**src/rtl/cordic_rotator.sv**
```systemverilog
// Fully pipelined CORDIC vector rotator.
// Rotates (x, y) by angle a and removes the CORDIC gain. One sample is
// accepted every clock. Each result appears ITERATIONS+4 clocks after its
// sample is taken.
// Register chain: input capture, angle wrap, quadrant fold, ITERATIONS
// micro-rotations, gain multiply, round/saturate.
// Internal words are signed, with 16 fraction bits and IW-17 integer bits.
module cordic_rotator #(
    parameter int ITERATIONS = 14,
    parameter int IW         = 20
) (
    input  logic        clk,
    input  logic        areset,
    input  logic [12:0] a,
    input  logic [11:0] x,
    input  logic [11:0] y,
    output logic [9:0]  xo,
    output logic [9:0]  yo
);

    // Port formats: width / fraction bits
    localparam int AW = 13;
    localparam int AF = 10;
    localparam int XW = 12;
    localparam int XF = 10;
    localparam int OW = 10;
    localparam int OF = 8;
    // Internal fraction bits
    localparam int FB = 16;
    // 1/K as an unsigned Q1.17 value held in an 18-bit signed constant
    localparam int GAIN_FB = 17;

    typedef logic signed [IW-1:0] word_t;

    localparam word_t PI      = word_t'(205887);
    localparam word_t TWO_PI  = word_t'(411775);
    localparam word_t HALF_PI = word_t'(102944);
    localparam logic signed [17:0] INV_GAIN = 18'sd79594;

    // Returns atan(2^-i) in Q16, rounded to nearest.
    // From i = 6 onward the value rounds to exactly 2^(16-i).
    function automatic word_t atan_entry(input int i);
        case (i)
            0:       return word_t'(51472);
            1:       return word_t'(30386);
            2:       return word_t'(16055);
            3:       return word_t'(8150);
            4:       return word_t'(4091);
            5:       return word_t'(2047);
            default: return (i > FB) ? '0 : (word_t'(1) <<< (FB - i));
        endcase
    endfunction

    // Multiplies v by 1/K. The wide product is scaled back to the internal format.
    function automatic word_t apply_gain(input word_t v);
        logic signed [IW+17:0] p;
        p = (IW+18)'(v) * (IW+18)'(INV_GAIN);
        return word_t'(p >>> GAIN_FB);
    endfunction

    // Rounds half-up to OF fraction bits.
    // The result is clamped to the OW-bit signed output range.
    function automatic logic [OW-1:0] round_sat(input word_t v);
        logic signed [IW:0]         sum;
        logic signed [IW-FB+OF:0]   q;
        int                         qi;
        sum = {v[IW-1], v} + (IW+1)'(1 << (FB - OF - 1));
        q   = (IW-FB+OF+1)'(sum >>> (FB - OF));
        qi  = int'(q);
        if (qi > 2**(OW-1) - 1) return {1'b0, {(OW-1){1'b1}}};
        if (qi < -(2**(OW-1)))  return {1'b1, {(OW-1){1'b0}}};
        return OW'(qi);
    endfunction

    logic [AW-1:0] a_r;
    logic [XW-1:0] x_r;
    logic [XW-1:0] y_r;
    word_t         a_ext, x_ext, y_ext;
    word_t         w_x, w_y, w_z;
    word_t         xs [ITERATIONS+1];
    word_t         ys [ITERATIONS+1];
    word_t         zs [ITERATIONS];
    word_t         g_x, g_y;

    // Capture the raw ports on every edge. There is no handshake.
    always_ff @(posedge clk or posedge areset) begin
        if (areset) begin
            a_r <= '0;
            x_r <= '0;
            y_r <= '0;
        end else begin
            // NOTE: clocked state uses <= so every stage samples the previous stage's old value.
            a_r <= a;
            x_r <= x;
            y_r <= y;
        end
    end

    // Sign-extend each operand and left-align it to the internal Q16 format.
    assign a_ext = {{(IW-AW-(FB-AF)){a_r[AW-1]}}, a_r, {(FB-AF){1'b0}}};
    assign x_ext = {{(IW-XW-(FB-XF)){x_r[XW-1]}}, x_r, {(FB-XF){1'b0}}};
    assign y_ext = {{(IW-XW-(FB-XF)){y_r[XW-1]}}, y_r, {(FB-XF){1'b0}}};

    // Wrap the angle into [-pi, pi]. One correction is enough because |a| < 4.
    always_ff @(posedge clk or posedge areset) begin
        if (areset) begin
            w_x <= '0;
            w_y <= '0;
            w_z <= '0;
        end else begin
            w_x <= x_ext;
            w_y <= y_ext;
            if (a_ext > PI)
                w_z <= a_ext - TWO_PI;
            else if (a_ext < -PI)
                w_z <= a_ext + TWO_PI;
            else
                w_z <= a_ext;
        end
    end

    // Fold the angle into [-pi/2, pi/2] by a half turn, then run the micro-rotation chain.
    always_ff @(posedge clk or posedge areset) begin
        if (areset) begin
            // NOTE: these register arrays are a pipeline, not RAM, so clearing them on reset
            // is what discards in-flight samples.
            for (int i = 0; i <= ITERATIONS; i++) begin
                xs[i] <= '0;
                ys[i] <= '0;
            end
            for (int i = 0; i < ITERATIONS; i++)
                zs[i] <= '0;
        end else begin
            if (w_z > HALF_PI) begin
                xs[0] <= -w_x;
                ys[0] <= -w_y;
                zs[0] <= w_z - PI;
            end else if (w_z < -HALF_PI) begin
                xs[0] <= -w_x;
                ys[0] <= -w_y;
                zs[0] <= w_z + PI;
            end else begin
                xs[0] <= w_x;
                ys[0] <= w_y;
                zs[0] <= w_z;
            end

            for (int i = 0; i < ITERATIONS; i++) begin
                if (zs[i][IW-1]) begin
                    xs[i+1] <= xs[i] + (ys[i] >>> i);
                    ys[i+1] <= ys[i] - (xs[i] >>> i);
                end else begin
                    xs[i+1] <= xs[i] - (ys[i] >>> i);
                    ys[i+1] <= ys[i] + (xs[i] >>> i);
                end
            end

            // The final residual angle is not needed, so z stops one stage short.
            for (int i = 0; i < ITERATIONS - 1; i++)
                zs[i+1] <= zs[i][IW-1] ? zs[i] + atan_entry(i) : zs[i] - atan_entry(i);
        end
    end

    // Remove the accumulated CORDIC gain K.
    always_ff @(posedge clk or posedge areset) begin
        if (areset) begin
            g_x <= '0;
            g_y <= '0;
        end else begin
            g_x <= apply_gain(xs[ITERATIONS]);
            g_y <= apply_gain(ys[ITERATIONS]);
        end
    end

    // Round and saturate the result into the registered outputs.
    always_ff @(posedge clk or posedge areset) begin
        if (areset) begin
            xo <= '0;
            yo <= '0;
        end else begin
            xo <= round_sat(g_x);
            yo <= round_sat(g_y);
        end
    end

endmodule

```
**config.mk**
```make
export PLATFORM = sky130hd
export DESIGN_NAME = cordic_rotator
export DESIGN_NICKNAME = d
export VERILOG_FILES = /design/src/rtl/cordic_rotator.sv
export SDC_FILE = /design/constraint.sdc
export NUM_CORES = 2
export LEC_CHECK = 0
export CORE_ASPECT_RATIO = 1.75
export CORE_UTILIZATION = 65
export CTS_CLUSTER_DIAMETER = 120
export DETAILED_ROUTE_END_ITERATION = 12
export PLACE_DENSITY = 0.84
export SLEW_MARGIN = 20
export SYNTH_ARGS = -nofsm -noshare
export SYNTH_HDL_FRONTEND = slang
export SYNTH_SLANG_ARGS = --single-unit
```
**constraint.sdc**
```tcl
create_clock -name clk -period 37.7 [get_ports clk]
set_clock_uncertainty 0.15 [all_clocks]
set_input_delay 7.54 -clock clk [delete_from_list [all_inputs] [get_ports clk]]
set_output_delay 7.54 -clock clk [all_outputs]
set_load 0.02 [all_outputs]
```
After elaboration in Yosys (flattened, before gate mapping)
Cells that the tools add are included.
- bits in registers: 1021
- bits of input ports: 39
- word-level logic and storage cells: 216
- $add $sub $neg: 89
- $mul: 2
- magnitude comparators: 8
- mux-type cells: 63
- operators with widths (operator ; count):
    20-bit two-way mux ; 49
    10-bit two-way mux ; 8
    20-bit by 17-bit multiplier with 36-bit output (second input constant) ; 2
    20-bit by 9-bit adder with 21-bit output (second input constant) ; 2
    20-bit by 10-bit adder with 20-bit output ; 2
    20-bit by 11-bit adder with 20-bit output ; 2
    20-bit by 12-bit adder with 20-bit output ; 2
    20-bit by 12-bit adder with 20-bit output (second input constant) ; 2
    20-bit by 13-bit adder with 20-bit output ; 2
    20-bit by 14-bit adder with 20-bit output ; 2
    20-bit by 15-bit adder with 20-bit output ; 2
    20-bit by 16-bit adder with 20-bit output ; 2
    20-bit by 17-bit adder with 20-bit output ; 2
    20-bit by 18-bit adder with 20-bit output ; 2
    20-bit by 19-bit adder with 20-bit output ; 2
    20-bit by 7-bit adder with 20-bit output ; 2
    20-bit by 8-bit adder with 20-bit output ; 2
    20-bit by 9-bit adder with 20-bit output ; 2
    18-bit negation with 20-bit output ; 2
    20-bit by 10-bit subtractor with 20-bit output ; 2
    20-bit by 11-bit subtractor with 20-bit output ; 2
    20-bit by 12-bit subtractor with 20-bit output ; 2
    20-bit by 12-bit subtractor with 20-bit output (second input constant) ; 2
    20-bit by 13-bit subtractor with 20-bit output ; 2
    other kinds (44) ; 61

Depth between registers and ports, before layout
- word-level depth: 6
- gate-level depth with buffers: 22
- gate-level depth less buffers: 22

Worst setup path after synthesis
Ideal clock, no wire load.
- path kind: register to output
- start: reg xo[0]
- end: out xo[0]
- arrival time: 0.416 ns
- data required time: 30.010 ns
- setup slack: 29.594 ns
- stages on the path, launching flop included: 1
- path buffers: 0
- path through: dfrtp_1
- RTL lines (item ; line ; text):
    start: declaration ; 17 ; output logic [9:0] xo,
    start signal: assignment ; 181 ; xo <= round_sat(g_x);
No word-level cell between the ends.

==> results.json <==
{
  "status": "finished, final reports clean",
  "dpl.hpwl_um": 156000,
  "synth_edf_count": 0,
  "post-cts-setup-buffer-count": 0,
  "crit_required_ns": 38.25,
  "drt-total-wl_um": 199000,
  "worstMarginPinSlew_ns": 1.27,
  "hold_depth": 0,
  "final_cell_area_sq_um": 80500,
  "fp.dieW_um": 259,
  "grt_max_degree": 97,
  "layout-drive-gt1-share_pct": 3.87,
  "num_io_pins": 59,
  "cts.sinks": 908,
  "grt_util_all_layers_pct": 35.1,
  "num_vias": 58300,
  "synth_ff_type": "dfrtp_1",
  "die_h_um": 451,
  "num_rows": 164,
  "post_drt_wl_per_cell_um": 21.1,
  "final_cell_mix": "1050 x ha_1, 908 x dfrtp_1, 881 x inv_1",
  "gr-total-overflow": 0,
  "hold_viol": 0,
  "syn_area_per_cell_sq_um": 9.63,
  "rsz0062_at_grt": "false",
  "numCtsBuffers": 86,
  "synth.distinct_cells": 94,
  "cts_tree": "built",
  "clock_path_buffers": 3,
  "grt_pass1_vias": 61900,
  "synthesis.nets": 9198,
  "initialDrtViolationCount": 2944,
  "htreeDepth": 3,
  "whs_ns": 0.195,
  "die-area_sq_um": 117000,
  "syn2layout_area_growth_pct": 7.41,
  "start_util_pct": 65.5,
  "nets": 9275,
  "fin_crit_ns": 10.65,
  "hold_class": "reg2reg",
  "yosys.area.top_type": "dfrtp_1",
  "max_freq_mhz": 93.9,
  "drt-pass1-iter-count": 8,
  "endpoint": "ys[239]",
  "cts_hold_repair.buffers": 0,
  "cts_resized": 0,
  "grt_antenna_before_repair": 19,
  "tns_ns": 0,
  "grt_pass1_wl_um": 317000,
  "rrSetupSlack_ns": 30.97,
  "cts_root_buf": "clkbuf_16",
  "finalCritPeriodShare_pct": 28.2,
  "ys_seq_area_share_pct": 30.3,
  "synthCells": 7779,
  "final_common_cell": "ha_1",
  "port_buffers": 58,
  "timing.rr.end": "g_y[19]",
  "placed_area_sq_um": 77200,
  "via_per_inst": 6.18,
  "drc": 0,
  "max_cap_violations": 0,
  "gp_routability_congestion": 1.02,
  "r2r_cells": 20,
  "async_reset_ff_share_pct": 100,
  "n_fill_cell": 8253,
  "syn-cell-area_sq_um": 74900,
  "clk_latency_ns": 0.75,
  "r2r_start": "ys[15]",
  "synth_top_area_share_pct": 30.3,
  "cp-end-kind": "async pin",
  "maxSlewHeadroom_pct": 14.3,
  "yosysWarnings": 0,
  "critPathMaxFanout": 96,
  "start_kind": "primary input",
  "crit_type": "in2async",
  "synthTopCellsByArea": "dfrtp_1 30%, ha_1 18%, fa_1 8.8%",
  "synth-seq-cells": 908,
  "clk_pin_slew_ns": 0.07,
  "core-area_sq_um": 114000,
  "crit_arrival_ns": 11.20,
  "finalMaxSlewViolations": 0,
  "final_antenna_net_count": 0,
  "critPathLaunch": "areset",
  "setup_viol": 0
}
worst min path at each step:
stage,from,endpoint
floorplan,x_r[4],w_x[10]
global placement,x_r[1],w_x[7]
detailed placement,x_r[4],w_x[10]
CTS,zs[105],zs[85]
global route,y_r[8],w_y[14]
finish,zs[105],zs[85]
area by class of cell:
type | count | area, sq um | area share [%]
sequential | 908 | 22700 | 28.2
clock buffer | 110 | 2390 | 2.98
tap | 1494 | 1870 | 2.32
clock inverter | 51 | 772 | 0.960
timing repair buffer | 89 | 813 | 1.01
antenna | 8 | 20.0 | 0.0249
inverter | 884 | 3330 | 4.13
multi-input combinational | 5887 | 48500 | 60.3
metrics by stage:
step / utilization, % / instances / setup WS (ns)
2_1_floorplan: - / 7779 / 4.48
3_3_place_gp: 67.5 / 9262 / 26.34
3_5_place_dp: 67.5 / 9262 / 26.25
4_1_cts: 70.3 / 9423 / 27.00
5_1_grt: 70.4 / 9425 / 26.52
6_report: 70.4 / 9431 / 27.05
logic make-up (layout without fill, tap and decap cells):
kind of cell,after synthesis,in the layout,synth area share [%]
AO/OA/AOI/OAI,1876,1876,15.8
multiplexers,63,63,0.887
buffers and inverters,984,1134,4.95
XOR/XNOR,948,948,11.1
other,0,8,0
AND/OR/NAND/NOR,1620,1620,10.6
adder cells (fa/ha/maj),1380,1380,26.4
flip-flops,908,908,30.3
synth_stat cells (all sizes together) (75+ instances only):
library cell / instances
xor2: 339
fa: 330
nor2: 541
o21bai: 130
a31oi: 82
xnor2: 609
a21oi: 679
dfrtp: 908
ha: 1050
nand2: 288
o21ai: 325
nand3: 92
inv: 882
nor3: 210
a21o: 227
o21a: 85
nor2b: 75
registers in the layout (all words and copies together), names as in the netlist:
signal / cells
zs: 229
yo: 10
w_y: 12
y_r: 12
g_y: 13
xs: 280
ys: 276
g_x: 13
w_x: 12
x_r: 12
xo: 10
a_r: 13
w_z: 16
worst max-delay path, stage by stage:
cell and delay, ns:
clkdlybuf4s50_1 0.49, inv_8 0.48, buf_4 0.79, buf_4 0.77, buf_4 0.86
routing by layer:
metal	GRT usage [%]	part of all wire, %
met5	0	0.086
met3	6.75	4.3
met1	28.9	29
met4	36.3	12
met2	66.1	54
Power is not shown: default switching activity piles up to over one toggle a cycle in this logic, so the estimate is an artifact.
